### config.mk
export PLATFORM = sky130hd
export DESIGN_NAME = if_prefetch_queue_flat
export DESIGN_NICKNAME = d
export VERILOG_FILES = /design/src/rtl/if_prefetch_queue_if.sv /design/src/rtl/if_prefetch_queue.sv /design/src/flat_wrapper.sv
export SDC_FILE = /design/constraint.sdc
export NUM_CORES = 1
export LEC_CHECK = 0
export CAP_MARGIN = 20
export CORE_ASPECT_RATIO = 0.5
export CORE_MARGIN = 2
export CORE_UTILIZATION = 35
export DETAILED_ROUTE_END_ITERATION = 7
export PLACE_DENSITY_LB_ADDON = 0.3
export SETUP_SLACK_MARGIN = 0.4
export SLEW_MARGIN = 20
export SYNTH_ARGS = -nofsm -noshare
export SYNTH_HDL_FRONTEND = slang
export SYNTH_SLANG_ARGS = --single-unit
export TNS_END_PERCENT = 100
### constraint.sdc
create_clock -name clk -period 10.65 [get_ports clk]
set_input_delay 1.065 -clock clk [delete_from_list [all_inputs] [get_ports clk]]
set_output_delay 1.065 -clock clk [all_outputs]
set_load 0.005 [all_outputs]
### src/rtl/if_prefetch_queue_if.sv
// if_prefetch_queue_if: redirect/stall control, instruction SRAM handshake and decode handshake of the fetch queue.
interface if_prefetch_queue_if;
    logic        redirect_valid;
    logic [31:0] redirect_pc;
    logic        fetch_stall;
    logic        inst_sram_req;
    logic [31:0] inst_sram_addr;
    logic        inst_sram_addr_ok;
    logic        inst_sram_data_ok;
    logic [31:0] inst_sram_rdata;
    logic        fs_to_ds_valid;
    logic        ds_allow_in;
    logic [64:0] fs_to_ds_bus;
    modport master (
        input  redirect_valid, redirect_pc, fetch_stall,
        input  inst_sram_addr_ok, inst_sram_data_ok, inst_sram_rdata, ds_allow_in,
        output inst_sram_req, inst_sram_addr, fs_to_ds_valid, fs_to_ds_bus
    );
    modport slave (
        output redirect_valid, redirect_pc, fetch_stall,
        output inst_sram_addr_ok, inst_sram_data_ok, inst_sram_rdata, ds_allow_in,
        input  inst_sram_req, inst_sram_addr, fs_to_ds_valid, fs_to_ds_bus
    );
endinterface

### src/rtl/if_prefetch_queue.sv
// if_prefetch_queue: multi-outstanding instruction fetch with a DEPTH-entry FIFO and counter-based redirect discard.
// Define IF_PREFETCH_BYPASS_EN to hand a response to decode in its data_ok cycle when the FIFO is empty.
module if_prefetch_queue #(
    parameter int          DEPTH     = 4,
    parameter int          MAX_OUTST = 2,
    parameter logic [31:0] RESET_PC  = 32'h1C000000
) (
    input logic clk,
    input logic reset,
    if_prefetch_queue_if.master bus
);
    localparam int AW = $clog2(DEPTH);
    localparam int CW = $clog2(DEPTH + 1);
    localparam int OW = $clog2(MAX_OUTST + 1);
    localparam int QW = MAX_OUTST > 1 ? $clog2(MAX_OUTST) : 1;

    logic [31:0]   pc_req;
    logic [OW-1:0] outst, discard;
    logic [31:0]   pq [MAX_OUTST];
    logic [QW-1:0] pq_wr, pq_rd;
    logic [64:0]   fifo [DEPTH];
    logic [AW-1:0] wr, rd;
    logic [CW-1:0] count;
    logic          adef_halt;
    logic          aligned, req, issue, dok, keep, adef_push, bypass, push, pop;
    logic [64:0]   din;

    always_comb begin
        aligned = pc_req[1:0] == 2'b00;
        req = !reset && !bus.redirect_valid && !bus.fetch_stall && !adef_halt && aligned
            && 32'(outst) < 32'(MAX_OUTST) && 32'(count) + 32'(outst) < 32'(DEPTH);
        issue = req && bus.inst_sram_addr_ok;
        dok = bus.inst_sram_data_ok && outst != '0;
        keep = dok && discard == '0 && !bus.redirect_valid;
        adef_push = !adef_halt && !aligned && outst == '0 && discard == '0
            && 32'(count) < 32'(DEPTH) && !bus.redirect_valid;
`ifdef IF_PREFETCH_BYPASS_EN
        bypass = keep && count == '0;
`else
        bypass = 1'b0;
`endif
        din = adef_push ? {1'b1, 32'h0, pc_req} : {1'b0, bus.inst_sram_rdata, pq[pq_rd]};
        pop = count != '0 && bus.ds_allow_in && !bus.redirect_valid;
        push = adef_push || (keep && !(bypass && bus.ds_allow_in));
    end

    assign bus.inst_sram_req  = req;
    assign bus.inst_sram_addr = pc_req;
    assign bus.fs_to_ds_valid = count != '0 || bypass;
    assign bus.fs_to_ds_bus   = count != '0 ? fifo[rd] : bypass ? din : 65'b0;

    always_ff @(posedge clk) begin
        if (issue) pq[pq_wr] <= pc_req;
        if (push) fifo[wr] <= din;
    end

    always_ff @(posedge clk) begin
        if (reset) begin
            pc_req    <= RESET_PC;
            outst     <= '0;
            discard   <= '0;
            pq_wr     <= '0;
            pq_rd     <= '0;
            wr        <= '0;
            rd        <= '0;
            count     <= '0;
            adef_halt <= 1'b0;
        end else begin
            if (issue) pq_wr <= pq_wr == QW'(MAX_OUTST - 1) ? '0 : pq_wr + 1'b1;
            if (dok) pq_rd <= pq_rd == QW'(MAX_OUTST - 1) ? '0 : pq_rd + 1'b1;
            outst <= outst + OW'(issue) - OW'(dok);
            // Every request still in flight after this cycle is stale; discard is always a subset of outst.
            discard <= bus.redirect_valid ? outst - OW'(dok) : discard - OW'(dok && discard != '0);
            pc_req <= bus.redirect_valid ? bus.redirect_pc : issue ? pc_req + 32'd4 : pc_req;
            adef_halt <= bus.redirect_valid ? 1'b0 : adef_halt | adef_push;
            if (bus.redirect_valid) begin
                wr    <= '0;
                rd    <= '0;
                count <= '0;
            end else begin
                if (push) wr <= wr + 1'b1;
                if (pop) rd <= rd + 1'b1;
                count <= count + CW'(push) - CW'(pop);
            end
        end
    end

    assert property (@(posedge clk) disable iff (reset) !(bus.inst_sram_data_ok && outst == '0));
endmodule

### src/flat_wrapper.sv
// flat-port wrapper written by rule: the top's interface ports become plain ports
module if_prefetch_queue_flat 
#(
    parameter int          DEPTH     = 4,
    parameter int          MAX_OUTST = 2,
    parameter logic [31:0] RESET_PC  = 32'h1C000000
)
  (clk, reset, bus_redirect_valid, bus_redirect_pc, bus_fetch_stall, bus_inst_sram_addr_ok, bus_inst_sram_data_ok, bus_inst_sram_rdata, bus_ds_allow_in, bus_inst_sram_req, bus_inst_sram_addr, bus_fs_to_ds_valid, bus_fs_to_ds_bus);
  if_prefetch_queue_if bus_i ();
  input logic clk;
  input logic reset;
  input wire logic [$bits(bus_i.redirect_valid)-1:0] bus_redirect_valid;
  input wire logic [$bits(bus_i.redirect_pc)-1:0] bus_redirect_pc;
  input wire logic [$bits(bus_i.fetch_stall)-1:0] bus_fetch_stall;
  input wire logic [$bits(bus_i.inst_sram_addr_ok)-1:0] bus_inst_sram_addr_ok;
  input wire logic [$bits(bus_i.inst_sram_data_ok)-1:0] bus_inst_sram_data_ok;
  input wire logic [$bits(bus_i.inst_sram_rdata)-1:0] bus_inst_sram_rdata;
  input wire logic [$bits(bus_i.ds_allow_in)-1:0] bus_ds_allow_in;
  output wire logic [$bits(bus_i.inst_sram_req)-1:0] bus_inst_sram_req;
  output wire logic [$bits(bus_i.inst_sram_addr)-1:0] bus_inst_sram_addr;
  output wire logic [$bits(bus_i.fs_to_ds_valid)-1:0] bus_fs_to_ds_valid;
  output wire logic [$bits(bus_i.fs_to_ds_bus)-1:0] bus_fs_to_ds_bus;
  assign bus_i.redirect_valid = bus_redirect_valid;
  assign bus_i.redirect_pc = bus_redirect_pc;
  assign bus_i.fetch_stall = bus_fetch_stall;
  assign bus_i.inst_sram_addr_ok = bus_inst_sram_addr_ok;
  assign bus_i.inst_sram_data_ok = bus_inst_sram_data_ok;
  assign bus_i.inst_sram_rdata = bus_inst_sram_rdata;
  assign bus_i.ds_allow_in = bus_ds_allow_in;
  assign bus_inst_sram_req = bus_i.inst_sram_req;
  assign bus_inst_sram_addr = bus_i.inst_sram_addr;
  assign bus_fs_to_ds_valid = bus_i.fs_to_ds_valid;
  assign bus_fs_to_ds_bus = bus_i.fs_to_ds_bus;
  if_prefetch_queue #(.DEPTH(DEPTH), .MAX_OUTST(MAX_OUTST), .RESET_PC(RESET_PC)) u_core (.clk(clk), .reset(reset), .bus(bus_i));
endmodule
==> summary.md <==
| Metric | Value |
|---|---|
| Outcome | finished, final reports clean |
| Total gr overflow | 0 |
| Worst R2R Start | u_core.bus.inst_sram_addr[1] |
| Final setup viols | 0 |
| Worst Path Max Fanout | 34 |
| Hold Fails Final Rpt | 0 |
| Mapped cell area | 15200 um^2 |
| Period minus WS final | 4.51 ns |
| Post-synth top area share | 0.640 |
| Post-Syn Nets | 1021 |
| Post-cts gate resize count | 0 |
| Grt peak-use layer | met2 |
| Clock Latency Late Sink | 0.53 ns |
| Worst min path class | reg -> reg |
| RSZ-0062 raised after global routing | no |
| Number of global-route vias before repair | 9028 |
| Via-to-Cell Ratio | 5.03 |
| # rows | 53 |
| DRT Pass-1 Iters | 5 |
| IO Count | 170 |
| Delay-heaviest family, CP | buffers and inverters |
| Ys flop type | edfxtp_1 |
| Final period utilization | 0.424 |
| EDFF count, synth | 324 |
| Required @ worst endpoint | 9.59 ns |
| Switching power | 0.847 mW |
| Combinational share of power | 0.136 |
| Buf+Inv Stages, Crit Path | 3 |
| Hold_buf cts | 0 |
| Post-DR wirelength/cell | 20.7 um |
| CTS root buf | clkbuf_16 |
| H-tree lvl count | 2 |
| Die X | 299 um |
| CP startpoint | bus_redirect_valid |
| Cell count along the critical path | 6 |
| Pwr dens | 191 nW/um^2 |
| Tot Pwr | 3.59 mW |
| Routability cong. | 0.841 |
| Avg Inst Size Synth | 16.2 um^2 |
| Inserted Clock Buffers | 37 |
| Via count | 8595 |
| Share of layout cells above drive strength 1 | 0.133 |
| First-pass GRT wire length | 53400 um |
| # DRC | 0 |
| GR Util met2 | 0.277 |
| Met1 Track Usage GR | 0.192 |
| Dpl hpwl | 21700 um |
| Reg-to-reg endpoint | u_core.pq[1][16] |
| Post-Synthesis Cells | 938 |
| Gr usage total | 0.156 |
| Setup Skew | 0.0125 ns |
| 1st-iter DRT viols | 761 |
| Clock share of power | 0.368 |
| Layout area overhead | 23.9% |
| Leading area contributor after synthesis | edfxtp_1 |
| Initial core utilization | 0.358 |
| Int Power | 2.74 mW |
| Critical path class | in -> out |
| Slowest Stage Delay on Critical Path | 0.57 ns |
| Setup tns final | 0 ns |
| Sequential share of the synthesized area | 0.704 |
| Startpoint Class | input port |
| Initial antenna violation count | 2 |
| Final nets | 1190 |
| Sw frac | 0.236 |
| Worst setup path end | bus_inst_sram_req |
| Slew Viols, Final | 0 |
| Post-Route WL | 35400 um |
| CP most frequent cell | clkdlybuf4s50_1 |
| Worst path cell trace | clkdlybuf4s50_1 -> buf_4 -> or4_1 -> or3_1 -> nor3_1 -> clkdlybuf4s50_1 |
| Die height | 151 um |
| R2R Setup Slk | 6.97 ns |
| VDD IR max | 0.0912 mV |
| Highest Clock Rate | 0.221 GHz |
| Synth top area cells | edfxtp_1, mux4_2, dfxtp_1 |
| Crit end category | output port |
| Worst-case reg-to-reg path depth | 5 |
| Power share of the sequential group | 0.496 |
| Synth async-reset ratio | 0 |
| Post-CTS Setup Inserts | 0 |
| Data arrival, critical path | 3.45 ns |
| Distinct cells, synth | 55 |
| Worst-path clk slew | 0.06 ns |
| FF+latch count, synth | 373 |
| Max cap viols | 0 |
| Routed Antenna Nets | 0 |
| Die area | 45200 um^2 |
| Core Area | 42400 um^2 |
| Pleak | 5.94 nW |
| CTS tree | yes |
| Synth Warn # | 0 |
| PortBufs | 169 |
| Critical-path top delay cell | clkdlybuf4s50_1 |
| Max_slew headroom | 0.360 |
| Least-Margin Pin Slew | 0.960 ns |
| Clock sink count | 373 |
| Largest net degree at the start of global routing | 68 |
| Met3 Use GR | 0.0306 |
| Bufs on Longest Clock Path | 3 |
| Filler cells | 3675 |
## final cells by class
class                           instances  area (um^2)  share of cell area
Antenna cell                            1         2.50            0.000133
Clock inverter                         22          264              0.0140
Inverter                               18         72.6             0.00385
Sequential cell                       373        10700               0.569
Timing Repair Buffer                  184         1910               0.101
Clock buffer                           42          945              0.0501
Tap cell                              577          722              0.0383
Multi-Input combinational cell        493         4210               0.223
## registers in the layout (all words and copies together) (netlist names), named ones only
signal                     count
u_core.fifo                  260
u_core.pq                     64
u_core.bus.inst_sram_addr     32
u_core.count                   3
u_core.discard                 2
u_core.outst                   2
u_core.rd                      2
u_core.wr                      2
u_core.adef_halt               1
u_core.pq_rd                   1
u_core.pq_wr                   1
## routing by layer
metal / up-vias / share of wire
li1: 3969 / -
met1: 4393 / 0.41
met2: 180 / 0.51
met3: 53 / 0.044
met4: 0 / 0.027
met5: - / 0
## cell usage in the layout (no fill, tap or decap), drive strengths merged, types with 6 or more instances in the layout
master / instances
o21ai: 47
a31oi: 12
a211oi: 11
nand3: 11
nand4: 16
dfxtp: 49
nand2: 52
a21oi: 14
clkdlybuf4s50: 169
clkinv: 15
inv: 19
clkbuf: 42
or3: 9
xor2: 10
bufinv: 6
nor2: 35
xnor2: 7
edfxtp: 324
mux4: 65
ha: 11
buf: 15
and2: 106
mux2i: 35
## synth_stat cells (3+ instances only)
master and number:
xor2_1 10, inv_1 16, nor3_1 5, ha_1 11, clkbuf_1 43, mux2i_1 35
nand4_1 16, o211ai_1 4, buf_1 8, a31oi_1 12, nor2_1 35, dfxtp_1 49
a21oi_1 14, edfxtp_1 324, or4_1 5, nand3_1 11, or3_1 9, o21ai_0 47
and3_1 5, a211oi_1 11, nand2_1 50, o311ai_0 3, xnor2_1 7, and2_1 106
mux4_2 65
## worst min-delay path by stage
| stage | start | to | slack (ns) | cells after the start |
|---|---|---|---|---|
| 4_1_cts | u_core.pq_rd | register | 0.51 | 2 |
| 2_1_floorplan | u_core.adef_halt | u_core.adef_halt | 0.46 | 1 |
| 3_5_place_dp | u_core.adef_halt | u_core.adef_halt | 0.48 | 1 |
| 6_report | u_core.pq_rd | register | 0.52 | 2 |
| 5_1_grt | u_core.pq_rd | register | 0.53 | 2 |
| 3_3_place_gp | u_core.adef_halt | u_core.adef_halt | 0.47 | 1 |
## worst register-to-register path: cells and delay by family, from the launching register on
kind	cells	cell delay (ns)
buf+inv	2	0.75
simple gates	3	2.13
flops	1	0.46
## power by group through the flow
| stage | Combinational, mW | Clock [mW] | Sequential [mW] |
|---|---|---|---|
| 4_1_cts | 0.498 | 1.35 | 1.78 |
| 6_report | 0.488 | 1.32 | 1.78 |
| 3_3_place_gp | 0.467 | 0 | 1.81 |
| 2_1_floorplan | 0.286 | 0 | 1.79 |
| 3_5_place_dp | 0.496 | 0 | 1.81 |
| 5_1_grt | 0.536 | 1.40 | 1.79 |
## cells by family (layout without fill, tap and decap cells)
| kind of cell | after synthesis | count (layout) | synth area share |
|---|---|---|---|
| AO/OA/AOI/OAI | 105 | 105 | 0.0420 |
| XOR/XNOR | 17 | 17 | 0.00979 |
| adder cells (fa/ha/maj) | 12 | 12 | 0.0104 |
| buffers and inverters | 72 | 266 | 0.0198 |
| flip-flops | 373 | 373 | 0.704 |
| multiplexers | 100 | 100 | 0.119 |
| other | 0 | 1 | 0 |
| AND/OR/NAND/NOR | 259 | 259 | 0.0943 |
## metrics by stage
| step | util | instances | hold WS (ns) | setup slack (ns) | area, um^2 |
|---|---|---|---|---|---|
| 3_5_place_dp | 0.415 | 1644 | 0.483 | 5.79 | 17600 |
| 2_1_floorplan | - | 938 | 0.456 | 6.43 | 15200 |
| 3_3_place_gp | 0.412 | 1639 | 0.467 | 5.86 | 17500 |
| 6_report | 0.444 | 1710 | 0.517 | 6.14 | 18800 |
| 4_1_cts | 0.443 | 1708 | 0.515 | 6.05 | 18800 |
| 5_1_grt | 0.444 | 1709 | 0.532 | 5.93 | 18800 |
No activity file was read; power rests on OpenSTA's default activity.
